**src/rtl/wb_stage_pkg.sv**
```systemverilog
// Shared definitions for the Minisys-1A MEM->WB writeback stage.
//  - writeback source select codes (in_wb_sel)
//  - memory access size codes (in_mem_size)
//  - FSM state type
//  - alignment rule shared by the stage and its load extractor
package wb_stage_pkg;

   localparam logic [2:0] WB_SEL_ALU  = 3'd0;
   localparam logic [2:0] WB_SEL_MEM  = 3'd1;
   localparam logic [2:0] WB_SEL_CP0  = 3'd2;
   localparam logic [2:0] WB_SEL_HI   = 3'd3;
   localparam logic [2:0] WB_SEL_LO   = 3'd4;
   localparam logic [2:0] WB_SEL_LINK = 3'd5;

   localparam logic [1:0] MEM_SIZE_BYTE = 2'd0;
   localparam logic [1:0] MEM_SIZE_HALF = 2'd1;
   localparam logic [1:0] MEM_SIZE_WORD = 2'd2;

   typedef enum logic {
      ST_IDLE    = 1'b0,
      ST_WAIT_LD = 1'b1
   } wb_state_e;

   // Halves need an even address; words (size 2, and 3 which aliases word)
   // need a 4-byte aligned address. Bytes are always aligned.
   function automatic logic load_misaligned(input logic [1:0] size,
                                            input logic [1:0] addr_low);
      logic mis;
      case (size)
         MEM_SIZE_BYTE: mis = 1'b0;
         MEM_SIZE_HALF: mis = addr_low[0];
         default:       mis = |addr_low;
      endcase
      return mis;
   endfunction

endpackage

```
**src/rtl/wb_stage_load_ext.sv**
```systemverilog
// Combinational sub-word load extractor.
// Picks the addressed byte/half lane out of a little-endian read word and
// zero- or sign-extends it to DATA_W; words pass through unchanged.
// Ports:
//   rdata_i      read data from DATA RAM / IO
//   size_i       0 byte, 1 half, 2/3 word
//   signed_i     sign-extend sub-word result
//   addr_low_i   address bits [1:0] (byte lane; bit 1 selects half lane)
//   ext_o        aligned, extended result
//   misaligned_o access violates natural alignment
module wb_stage_load_ext
   import wb_stage_pkg::*;
#(
   parameter int DATA_W = 32
) (
   input  logic [DATA_W-1:0] rdata_i,
   input  logic [1:0]        size_i,
   input  logic              signed_i,
   input  logic [1:0]        addr_low_i,
   output logic [DATA_W-1:0] ext_o,
   output logic              misaligned_o
);

   logic [31:0] w32;
   logic [7:0]  byte_v;
   logic [15:0] half_v;

   // Sub-word lanes always live in the low 32 bits of the read word.
   assign w32    = rdata_i[31:0];
   assign byte_v = w32[{addr_low_i, 3'b000} +: 8];
   assign half_v = w32[{addr_low_i[1], 4'b0000} +: 16];

   always_comb begin
      ext_o = rdata_i;
      case (size_i)
         MEM_SIZE_BYTE: ext_o = {{(DATA_W-8){signed_i & byte_v[7]}}, byte_v};
         MEM_SIZE_HALF: ext_o = {{(DATA_W-16){signed_i & half_v[15]}}, half_v};
         default:       ext_o = rdata_i;
      endcase
   end

   assign misaligned_o = load_misaligned(size_i, addr_low_i);

endmodule

```
**src/rtl/wb_stage.sv**
```systemverilog
// Registered MEM->WB writeback stage for the Minisys-1A pipeline.
// Selects the ALU/MEM/CP0/HI/LO/LINK result, waits for slow DATA RAM/IO
// reads, and drives the register-file write port plus a one-cycle-delayed
// forwarding copy for read-after-write hazard resolution.
// Ports:
//   clock, reset (sync, active-high), flush (sync pipeline flush)
//   in_valid / in_ready          upstream handshake (ready = state IDLE)
//   in_wb_sel, in_reg_write, in_rd, in_mem_size, in_mem_signed,
//   in_addr_low, in_alu_result, in_cp0_data, in_hi, in_lo, in_link_pc
//                                op control and source operands
//   mem_rdata, mem_rdata_valid   load return (valid only sampled in WAIT_LD)
//   wb_en / wb_addr / wb_data    register-file write port (registered)
//   fwd_valid / fwd_addr / fwd_data   wb_* delayed one cycle
//   misalign_err                 pulse: misaligned load dropped
//   load_timeout                 pulse: load abandoned after WAIT_MAX cycles
module wb_stage
   import wb_stage_pkg::*;
#(
   parameter int DATA_W   = 32,
   parameter int RADDR_W  = 5,
   parameter int WAIT_MAX = 15
) (
   input  logic               clock,
   input  logic               reset,
   input  logic               flush,
   input  logic               in_valid,
   output logic               in_ready,
   input  logic [2:0]         in_wb_sel,
   input  logic               in_reg_write,
   input  logic [RADDR_W-1:0] in_rd,
   input  logic [1:0]         in_mem_size,
   input  logic               in_mem_signed,
   input  logic [1:0]         in_addr_low,
   input  logic [DATA_W-1:0]  in_alu_result,
   input  logic [DATA_W-1:0]  in_cp0_data,
   input  logic [DATA_W-1:0]  in_hi,
   input  logic [DATA_W-1:0]  in_lo,
   input  logic [DATA_W-1:0]  in_link_pc,
   input  logic [DATA_W-1:0]  mem_rdata,
   input  logic               mem_rdata_valid,
   output logic               wb_en,
   output logic [RADDR_W-1:0] wb_addr,
   output logic [DATA_W-1:0]  wb_data,
   output logic               fwd_valid,
   output logic [RADDR_W-1:0] fwd_addr,
   output logic [DATA_W-1:0]  fwd_data,
   output logic               misalign_err,
   output logic               load_timeout
);

   localparam int CNT_W = $clog2(WAIT_MAX + 1);
   localparam logic [CNT_W-1:0] CNT_LAST = CNT_W'(WAIT_MAX - 1);
   localparam logic [CNT_W-1:0] CNT_SAT  = CNT_W'(WAIT_MAX);

   wb_state_e          state_q, state_d;
   logic [CNT_W-1:0]   cnt_q, cnt_d;

   // Latched load context, captured when a load enters WAIT_LD.
   logic [RADDR_W-1:0] ld_rd_q, ld_rd_d;
   logic [1:0]         ld_size_q, ld_size_d;
   logic               ld_signed_q, ld_signed_d;
   logic [1:0]         ld_alow_q, ld_alow_d;
   logic               ld_we_q, ld_we_d;

   logic               wb_en_q, wb_en_d;
   logic [RADDR_W-1:0] wb_addr_q, wb_addr_d;
   logic [DATA_W-1:0]  wb_data_q, wb_data_d;
   logic               fwd_valid_q, fwd_valid_d;
   logic [RADDR_W-1:0] fwd_addr_q, fwd_addr_d;
   logic [DATA_W-1:0]  fwd_data_q, fwd_data_d;
   logic               mis_q, mis_d;
   logic               to_q, to_d;

   logic               accept;
   logic [DATA_W-1:0]  src_data;
   logic [1:0]         ext_size;
   logic               ext_signed;
   logic [1:0]         ext_alow;
   logic [DATA_W-1:0]  ext_data;
   logic               ext_mis;

   assign in_ready = (state_q == ST_IDLE);
   assign accept   = in_valid & in_ready & ~flush;

   always_comb begin
      src_data = in_alu_result;
      case (in_wb_sel)
         WB_SEL_CP0:  src_data = in_cp0_data;
         WB_SEL_HI:   src_data = in_hi;
         WB_SEL_LO:   src_data = in_lo;
         WB_SEL_LINK: src_data = in_link_pc;
         default:     src_data = in_alu_result;
      endcase
   end

   // One extractor serves both uses: in IDLE it checks the incoming op's
   // alignment, in WAIT_LD it extracts using the latched context.
   assign ext_size   = (state_q == ST_IDLE) ? in_mem_size   : ld_size_q;
   assign ext_signed = (state_q == ST_IDLE) ? in_mem_signed : ld_signed_q;
   assign ext_alow   = (state_q == ST_IDLE) ? in_addr_low   : ld_alow_q;

   wb_stage_load_ext #(.DATA_W(DATA_W)) u_load_ext (
      .rdata_i      (mem_rdata),
      .size_i       (ext_size),
      .signed_i     (ext_signed),
      .addr_low_i   (ext_alow),
      .ext_o        (ext_data),
      .misaligned_o (ext_mis)
   );

   always_comb begin
      state_d     = state_q;
      cnt_d       = cnt_q;
      ld_rd_d     = ld_rd_q;
      ld_size_d   = ld_size_q;
      ld_signed_d = ld_signed_q;
      ld_alow_d   = ld_alow_q;
      ld_we_d     = ld_we_q;
      wb_en_d     = 1'b0;
      wb_addr_d   = wb_addr_q;
      wb_data_d   = wb_data_q;
      fwd_valid_d = wb_en_q;
      fwd_addr_d  = wb_addr_q;
      fwd_data_d  = wb_data_q;
      mis_d       = 1'b0;
      to_d        = 1'b0;

      if (flush) begin
         // Flush discards any in-flight load and beats mem_rdata_valid.
         state_d     = ST_IDLE;
         cnt_d       = '0;
         fwd_valid_d = 1'b0;
      end else begin
         case (state_q)
            ST_IDLE: begin
               if (accept) begin
                  if (in_wb_sel == WB_SEL_MEM) begin
                     if (ext_mis) begin
                        mis_d = 1'b1;
                     end else begin
                        ld_rd_d     = in_rd;
                        ld_size_d   = in_mem_size;
                        ld_signed_d = in_mem_signed;
                        ld_alow_d   = in_addr_low;
                        ld_we_d     = in_reg_write;
                        cnt_d       = '0;
                        state_d     = ST_WAIT_LD;
                     end
                  end else begin
                     wb_en_d   = in_reg_write & (|in_rd);
                     wb_addr_d = in_rd;
                     wb_data_d = src_data;
                  end
               end
            end
            ST_WAIT_LD: begin
               if (mem_rdata_valid) begin
                  wb_en_d   = ld_we_q & (|ld_rd_q);
                  wb_addr_d = ld_rd_q;
                  wb_data_d = ext_data;
                  cnt_d     = '0;
                  state_d   = ST_IDLE;
               end else if (cnt_q == CNT_LAST) begin
                  to_d    = 1'b1;
                  cnt_d   = '0;
                  state_d = ST_IDLE;
               end else if (cnt_q != CNT_SAT) begin
                  cnt_d = cnt_q + 1'b1;
               end
            end
            default: begin
               state_d = ST_IDLE;
               cnt_d   = '0;
            end
         endcase
      end
   end

   always_ff @(posedge clock) begin
      if (reset) begin
         state_q     <= ST_IDLE;
         cnt_q       <= '0;
         wb_en_q     <= 1'b0;
         wb_addr_q   <= '0;
         wb_data_q   <= '0;
         fwd_valid_q <= 1'b0;
         fwd_addr_q  <= '0;
         fwd_data_q  <= '0;
         mis_q       <= 1'b0;
         to_q        <= 1'b0;
      end else begin
         state_q     <= state_d;
         cnt_q       <= cnt_d;
         wb_en_q     <= wb_en_d;
         wb_addr_q   <= wb_addr_d;
         wb_data_q   <= wb_data_d;
         fwd_valid_q <= fwd_valid_d;
         fwd_addr_q  <= fwd_addr_d;
         fwd_data_q  <= fwd_data_d;
         mis_q       <= mis_d;
         to_q        <= to_d;
      end
   end

   // Load context is only meaningful while in WAIT_LD, so it needs no reset.
   always_ff @(posedge clock) begin
      ld_rd_q     <= ld_rd_d;
      ld_size_q   <= ld_size_d;
      ld_signed_q <= ld_signed_d;
      ld_alow_q   <= ld_alow_d;
      ld_we_q     <= ld_we_d;
   end

   assign wb_en        = wb_en_q;
   assign wb_addr      = wb_addr_q;
   assign wb_data      = wb_data_q;
   assign fwd_valid    = fwd_valid_q;
   assign fwd_addr     = fwd_addr_q;
   assign fwd_data     = fwd_data_q;
   assign misalign_err = mis_q;
   assign load_timeout = to_q;

endmodule

```
**config.mk**
```make
export PLATFORM = sky130hd
export DESIGN_NAME = wb_stage
export DESIGN_NICKNAME = d
export VERILOG_FILES = /design/src/rtl/wb_stage_pkg.sv /design/src/rtl/wb_stage_load_ext.sv /design/src/rtl/wb_stage.sv
export SDC_FILE = /design/constraint.sdc
export NUM_CORES = 1
export LEC_CHECK = 0
export BUFFER_PORTS_ARGS = -buffer_cell sky130_fd_sc_hd__buf_2
export CORE_MARGIN = 2
export CORE_UTILIZATION = 46
export CTS_CLUSTER_DIAMETER = 40
export DETAILED_ROUTE_END_ITERATION = 8
export PLACE_DENSITY = 0.81
export REMOVE_ABC_BUFFERS = 1
export SETUP_SLACK_MARGIN = 0.4
export SKIP_LAST_GASP = 1
export SYNTH_ARGS = -nofsm -noshare
export SYNTH_HDL_FRONTEND = slang
export SYNTH_SLANG_ARGS = --single-unit
```
**constraint.sdc**
```tcl
create_clock -name clock -period 2.75 [get_ports clock]
set_input_delay 0.4125 -clock clock [delete_from_list [all_inputs] [get_ports clock]]
set_output_delay 0.4125 -clock clock [all_outputs]
set_load 0.02 [all_outputs]
```
Word-level counts from Yosys, hierarchy flattened

Cells that the tools add are included.

Register bits after elaboration: 94
Output and inout bits: 79
Logic and storage cells: 86
Input port bits: 211

$add $sub $neg: 1
Reduce and logical (&&, ||, !) cells: 10
Bitwise gates (word level): 11
Muxes and demuxes: 33
Shift-type cells: 2
Equal/unequal tests: 14

Operators with widths:

| operator              | count |
|---|---|
| $pmux W32 S2          | 2 |
| $pmux W32 S4          | 1 |
| $mux W32              | 3 |
| $shiftx A32 B6 Y16    | 1 |
| $shiftx A32 B6 Y8     | 1 |
| $mux W4               | 6 |
| $mux W5               | 3 |
| $reduce_or A5 Y1      | 3 |
| $mux W1               | 11 |
| $pmux W5 S2           | 1 |
| $pmux W4 S2           | 1 |
| $reduce_and A4 Y1     | 2 |
| $and A1 B1 Y1         | 6 |
| $eq A3 B2 Y1 const B  | 2 |
| $eq A3 B3 Y1 const B  | 2 |
| $ne A2 B2 Y1 const B  | 3 |
| $pmux W1 S2           | 3 |
| $not A1 Y1            | 5 |
| $reduce_and A5 Y1     | 1 |
| $add A4 B1 Y4 const B | 1 |
| $eq A4 B4 Y1 const B  | 1 |
| $mux W2               | 2 |
| $ne A2 B1 Y1 const B  | 2 |
| $ne A4 B2 Y1 const B  | 1 |
| 6 further kinds       | 7 |

Depth between registers and ports, before layout

Depth in word-level cells: 7
Depth in mapped cells: 8
Gate-level depth less buffers: 5

By module

From an unflattened synthesis, not the netlist that was laid out.

Cells, all modules: 634
Area, all modules: 5836.8 sq um

By module, submodules not included:

| module            | instances | area each (sq um) | seq. area each (sq um) | cells an instance |
|---|---|---|---|---|
| wb_stage          | 1         | 5072.4            | 1991.9                 | 511 |
| wb_stage_load_ext | 1         | 764.5             | 0.0                    | 123 |

Least setup slack after synthesis

Ideal clock, no wire load.

Kind: register to register
Start point: register state_q
End point: register ld_alow_q[0], enable pin
Arrival: 1637 ps
Stages on the path, launching flop included: 8
Setup time: 353 ps
Path slack: 760 ps
Data required time: 2397 ps
Clock period less this slack: 1990 ps
Path buffers: 3
Cells stage by stage: dfxtp_1 > buf_6 > buf_6 > mux2i_1 > buf_2 > o21ai_0 > nand2_1 > and3_1

Cells in the longest elaborated chain, start to end: 5
Elaborated cells between the ends (all ways): 11
Those cells by class: 1 x eq/ne; 3 x mux; 4 x bitwise; 3 x reduce/logical

RTL lines:

| what                                 | RTL line                        | RTL |
|---|---|---|
| from (decl)                          | wb_stage.sv:55                  | `wb_state_e state_q, state_d;` |
| from (signal assigned)               | wb_stage.sv:192                 | `state_q <= state_d;` |
| $mux W2 (on tied branches)           | wb_stage.sv:98, wb_stage.sv:100 |  |
| $eq A2 B1 Y1 (tied with other cells) | wb_stage_pkg.sv:29              | `case (size)` |
| $pmux W1 S2                          | wb_stage_pkg.sv:29              |  |
| $not A1 Y1 (no line)                 | --                              |  |
| $reduce_and A5 Y1 (no line) *        | --                              |  |
| to (signal assigned)                 | wb_stage.sv:210                 | `ld_alow_q <= ld_alow_d;` |
| to (decl)                            | wb_stage.sv:62                  | `logic [1:0] ld_alow_q, ld_alow_d;` |

Every way passes the cells marked *; elsewhere a longest branch is shown, timed or not.
A chain may end at the register's enable or synchronous reset.

Final worst setup path

Start point: register state_q
End point: register wb_data_q[8] (netlist: wb_data[8])

Cells in the longest elaborated chain, start to end: 6
Elaborated cells between the ends (all ways): 18
Those cells by class: 4 x eq/ne; 2 x shift; 6 x mux; 4 x bitwise; 2 x reduce/logical

RTL lines:

| what                 | RTL line                | RTL |
|---|---|---|
| $mux W2              | wb_stage.sv:100         | `assign ext_alow = (state_q == ST_IDLE) ? in_addr_low : ld_alow_q;` |
| $shiftx A32 B6 Y8    | wb_stage_load_ext.sv:30 | `assign byte_v = w32[{addr_low_i, 3'b000} +: 8];` |
| $and A1 B1 Y1        | wb_stage_load_ext.sv:36 | `MEM_SIZE_BYTE: ext_o = {{(DATA_W-8){signed_i & byte_v[7]}}, byte_v};` |
| $pmux W32 S2         | wb_stage_load_ext.sv:35 | `case (size_i)` |
| $mux W32             | wb_stage.sv:157         | `if (mem_rdata_valid) begin` |
| $pmux W32 S2         | wb_stage.sv:134         | `case (state_q)` |
| to (signal assigned) | wb_stage.sv:196         | `wb_data_q <= wb_data_d;` |
| to (decl)            | wb_stage.sv:67          | `logic [DATA_W-1:0] wb_data_q, wb_data_d;` |

Several ways; a longest one is shown, not always the timed one. The select of a mux whose other input is x is not followed.

==> metrics.txt <==
switching part of the total=29.3%; Placement Setup Slack=301 ps; Metal-1 WL=8000 um; hold path start=in_reg_write; initial antenna violation count=3; Placement Rows=40; number of synthesized flops with an enable pin=11; Final Wtd Congestion=0.862; Slew HR=37.8%; Max Slew Vio Count=0; synth warn=0; fmax=463 MHz; Critical Path RT=3030 ps; Cell Int Power=2390 uW; final net count=1111; CP max-delay cell=a2111oi_4; core area=11900 um2; chip height=114 um; CTS tree=done; Async SR Flop Fraction=0%; status=finished clean; P_leak=0.00353 uW; clock network power share=34.9%; WL/cell=17.9 um; die width=114 um; die area=12900 um2; first-pass GRT wire length=29400 um; flop-to-flop setup slack=590 ps; clock root buffer master=clkbuf_16; DRT Pass-1 Iters=5; most common flop cell mapped by yosys=dfxtp_1; Clock Latency Late Sink=340 ps; post-DP HPWL=14700 um; Final setup viols=0; Crit path depth=7; Min-Delay Endpoint=ld_we_q; setup TNS=0 ps; CTS Buf Count=9; Final Hold Fails=0; hold depth=1; CTS clock-pin slew for the worst setup and hold paths=70 ps; r2r startpoint=state_q; Via-to-Cell Ratio=5.61; peak supply drop=381 uV; Tmin final=2160 ps; syn avg cell area=8.73 um2; Yosys reg bits=94; Crit path arrival time=2430 ps; share of power burned in combinational logic=21.5%; Seq/Total Area, Yosys=35.9%; met2 wire length=9120 um; critical-path maximum fanout=28; largest net degree at the start of global routing=85; Fin Hold WS=254 ps; Worst setup EP type=flip-flop; period utilisation layout=78.5%; HP Class=input port to flip-flop; routed wire length=18900 um; CP startpoint kind=flip-flop; cells on worst reg2reg path=7; crit-path leading delay family=compound AO/OA/AOI/OAI gates; CP Class=flip-flop to flip-flop; met3 wire len=1330 um; sw power=989 uW; clock skew=10.7 ps; power density over the cells=455 nW/um2; initial DRC count=417; WP buf/inv=2; DRC=0; I/O Buffers=289; Max Buffers Root-to-Sink=2; sequential share of power=43.5%; critical-path cell list=buf_6, nor4b_1, a31oi_1, buf_4, a2111oi_4, o41ai_1, a21oi_1; r2r endpoint=wb_data[8]; vias in the first global route=5776; Max Used Layer=met5; cells after synthesis=635; Final WS setup=591 ps; Congestion Overflow GR=0; fillers=1090; hold_buf cts=0; initial core utilization=46.5%; Slew @ Worst Pin=931 ps; max-cap violations=0; share of cells above drive strength 1=38.0%; vias post-DR=5910; Antenna Nets Post-Route=0; Netlist Area Pre-Place=5540 um2; unrepaired setup endpoints after global routing=no; GRT Total Usage=29.0%; clock tree sinks=94; Area Growth Syn to Fin=33.8%; # H-tree levels=3; max incr delay on CP=500 ps; Synth cell types=55; IO Pins=290
[power groups by stage]
stage,Clock (uW),Combinational [uW],Sequential (uW)
after detailed placement,0,722,1500
after CTS,1190,725,1470
final,1180,727,1470
after global placement,0,713,1500
after floorplan,0,272,1570
after global routing,1240,796,1480
[Yosys cell counts, drive strengths merged (2+ instances only)]
cell type,number,share of area (%)
a22o,2,0.32
inv,6,0.41
nor2b,42,4.7
a221o,2,0.36
nor3,10,0.90
a211o,14,2.2
nand3,3,0.27
o21ai,34,3.1
a221oi,21,3.3
mux2,6,1.3
edfxtp,11,6.0
dfxtp,83,30
nor4,3,0.34
and2,3,0.34
o21a,18,2.4
nor3b,2,0.27
a22oi,6,0.81
a2bb2oi,5,0.79
nor4b,4,0.74
a32o,4,0.72
buf,21,2.1
a211oi,32,4.3
o41ai,7,1.1
or4,2,0.27
a21boi,3,0.41
and3b,2,0.32
a21oi,42,3.8
nand2,67,4.5
o2bb2ai,16,2.5
o211ai,4,0.54
nor2,43,3.0
nand2b,3,0.34
mux2i,66,13
a21o,2,0.27
clkbuf,33,2.2
[stage by stage]
step	std cells	utilization (%)	cell area, um2	total power [uW]
3_5_place_dp	1035	59.7	7110	2220
6_report	1053	62.3	7420	3380
4_1_cts	1051	62.0	7390	3390
3_3_place_gp	1035	59.7	7110	2210
2_1_floorplan	581	-	5300	1850
5_1_grt	1053	62.3	7420	3520
[sequential cells by signal, summed over array words and instances, names as in the netlist, 2 cells and up]
register	count
fwd_addr	5
wb_data	32
ld_alow_q	2
cnt_q	4
ld_rd_q	5
ld_size_q	2
wb_addr	5
fwd_data	32
[metal layers]
layer | GRT usage [%] | vias to the layer above
met5 | 0 | -
met4 | 9.76 | 4
met3 | 6.00 | 27
met2 | 50.8 | 269
met1 | 35.5 | 2696
li1 | - | 2914
[what timing repair did]
action | CTS | global route
gates resized for setup | 1 | 4
endpoints found under the setup margin | 4 | 17
setup buffers | 0 | 1
[layout make-up]
cell class              instances  area, um2  area share [%]
inverters                       6       22.5           0.304
clock inverters                 6       46.3           0.624
flip-flops and latches         94       2000            26.9
diodes                          1       2.50          0.0337
clock buffers                  10        229            3.09
well taps                     147        184            2.48
repair buffers                308       1620            21.8
multi-input cells             481       3320            44.7
[worst max path at each step]
stage                  end    startpoint  slack, ps
2_1_floorplan  wb_data[30]       state_q      -1360
3_3_place_gp   wb_data[13]  in_wb_sel[1]        380
3_5_place_dp   wb_data[11]  in_wb_sel[1]        300
4_1_cts        wb_data[11]       state_q        480
5_1_grt         wb_data[8]       state_q        440
6_report        wb_data[8]       state_q        590
[layout by cell type, fill, tap and decap left out, drive strengths merged, types with 2 or more instances in the layout]
master   instances
nor3            10
a2bb2oi          5
and2             3
nand2b           3
mux2             6
o41ai            7
nor3b            2
or4              2
a32o             4
clkinv           2
a221o            2
nor2b           42
o2bb2ai         16
nor2            43
edfxtp          11
a21boi           3
mux2i           66
nor4b            4
nand3            3
a21oi           42
nor4             3
dfxtp           83
a211oi          32
a21o             2
a22o             2
o211ai           4
nand2           67
buf            308
a221oi          21
and3b            2
a211o           14
inv              9
o21ai           34
o21a            18
a22oi            6
clkbuf          10
[worst register-to-register path, cell delays in order, from the launching register on]
cell	delay, ps
dfxtp_4	440
buf_6	230
nor4b_1	290
a31oi_1	100
buf_4	170
a2111oi_4	500
o41ai_1	200
a21oi_1	170
[cell families after synthesis]
kind of cell / Yosys count / share of synthesized area, %
AO/OA/AOI/OAI: 220 / 28.6
buffers and inverters: 60 / 4.78
flip-flops: 94 / 35.9
multiplexers: 72 / 13.9
AND/OR/NAND/NOR: 189 / 16.8
No activity file was read; power rests on OpenSTA's default activity.
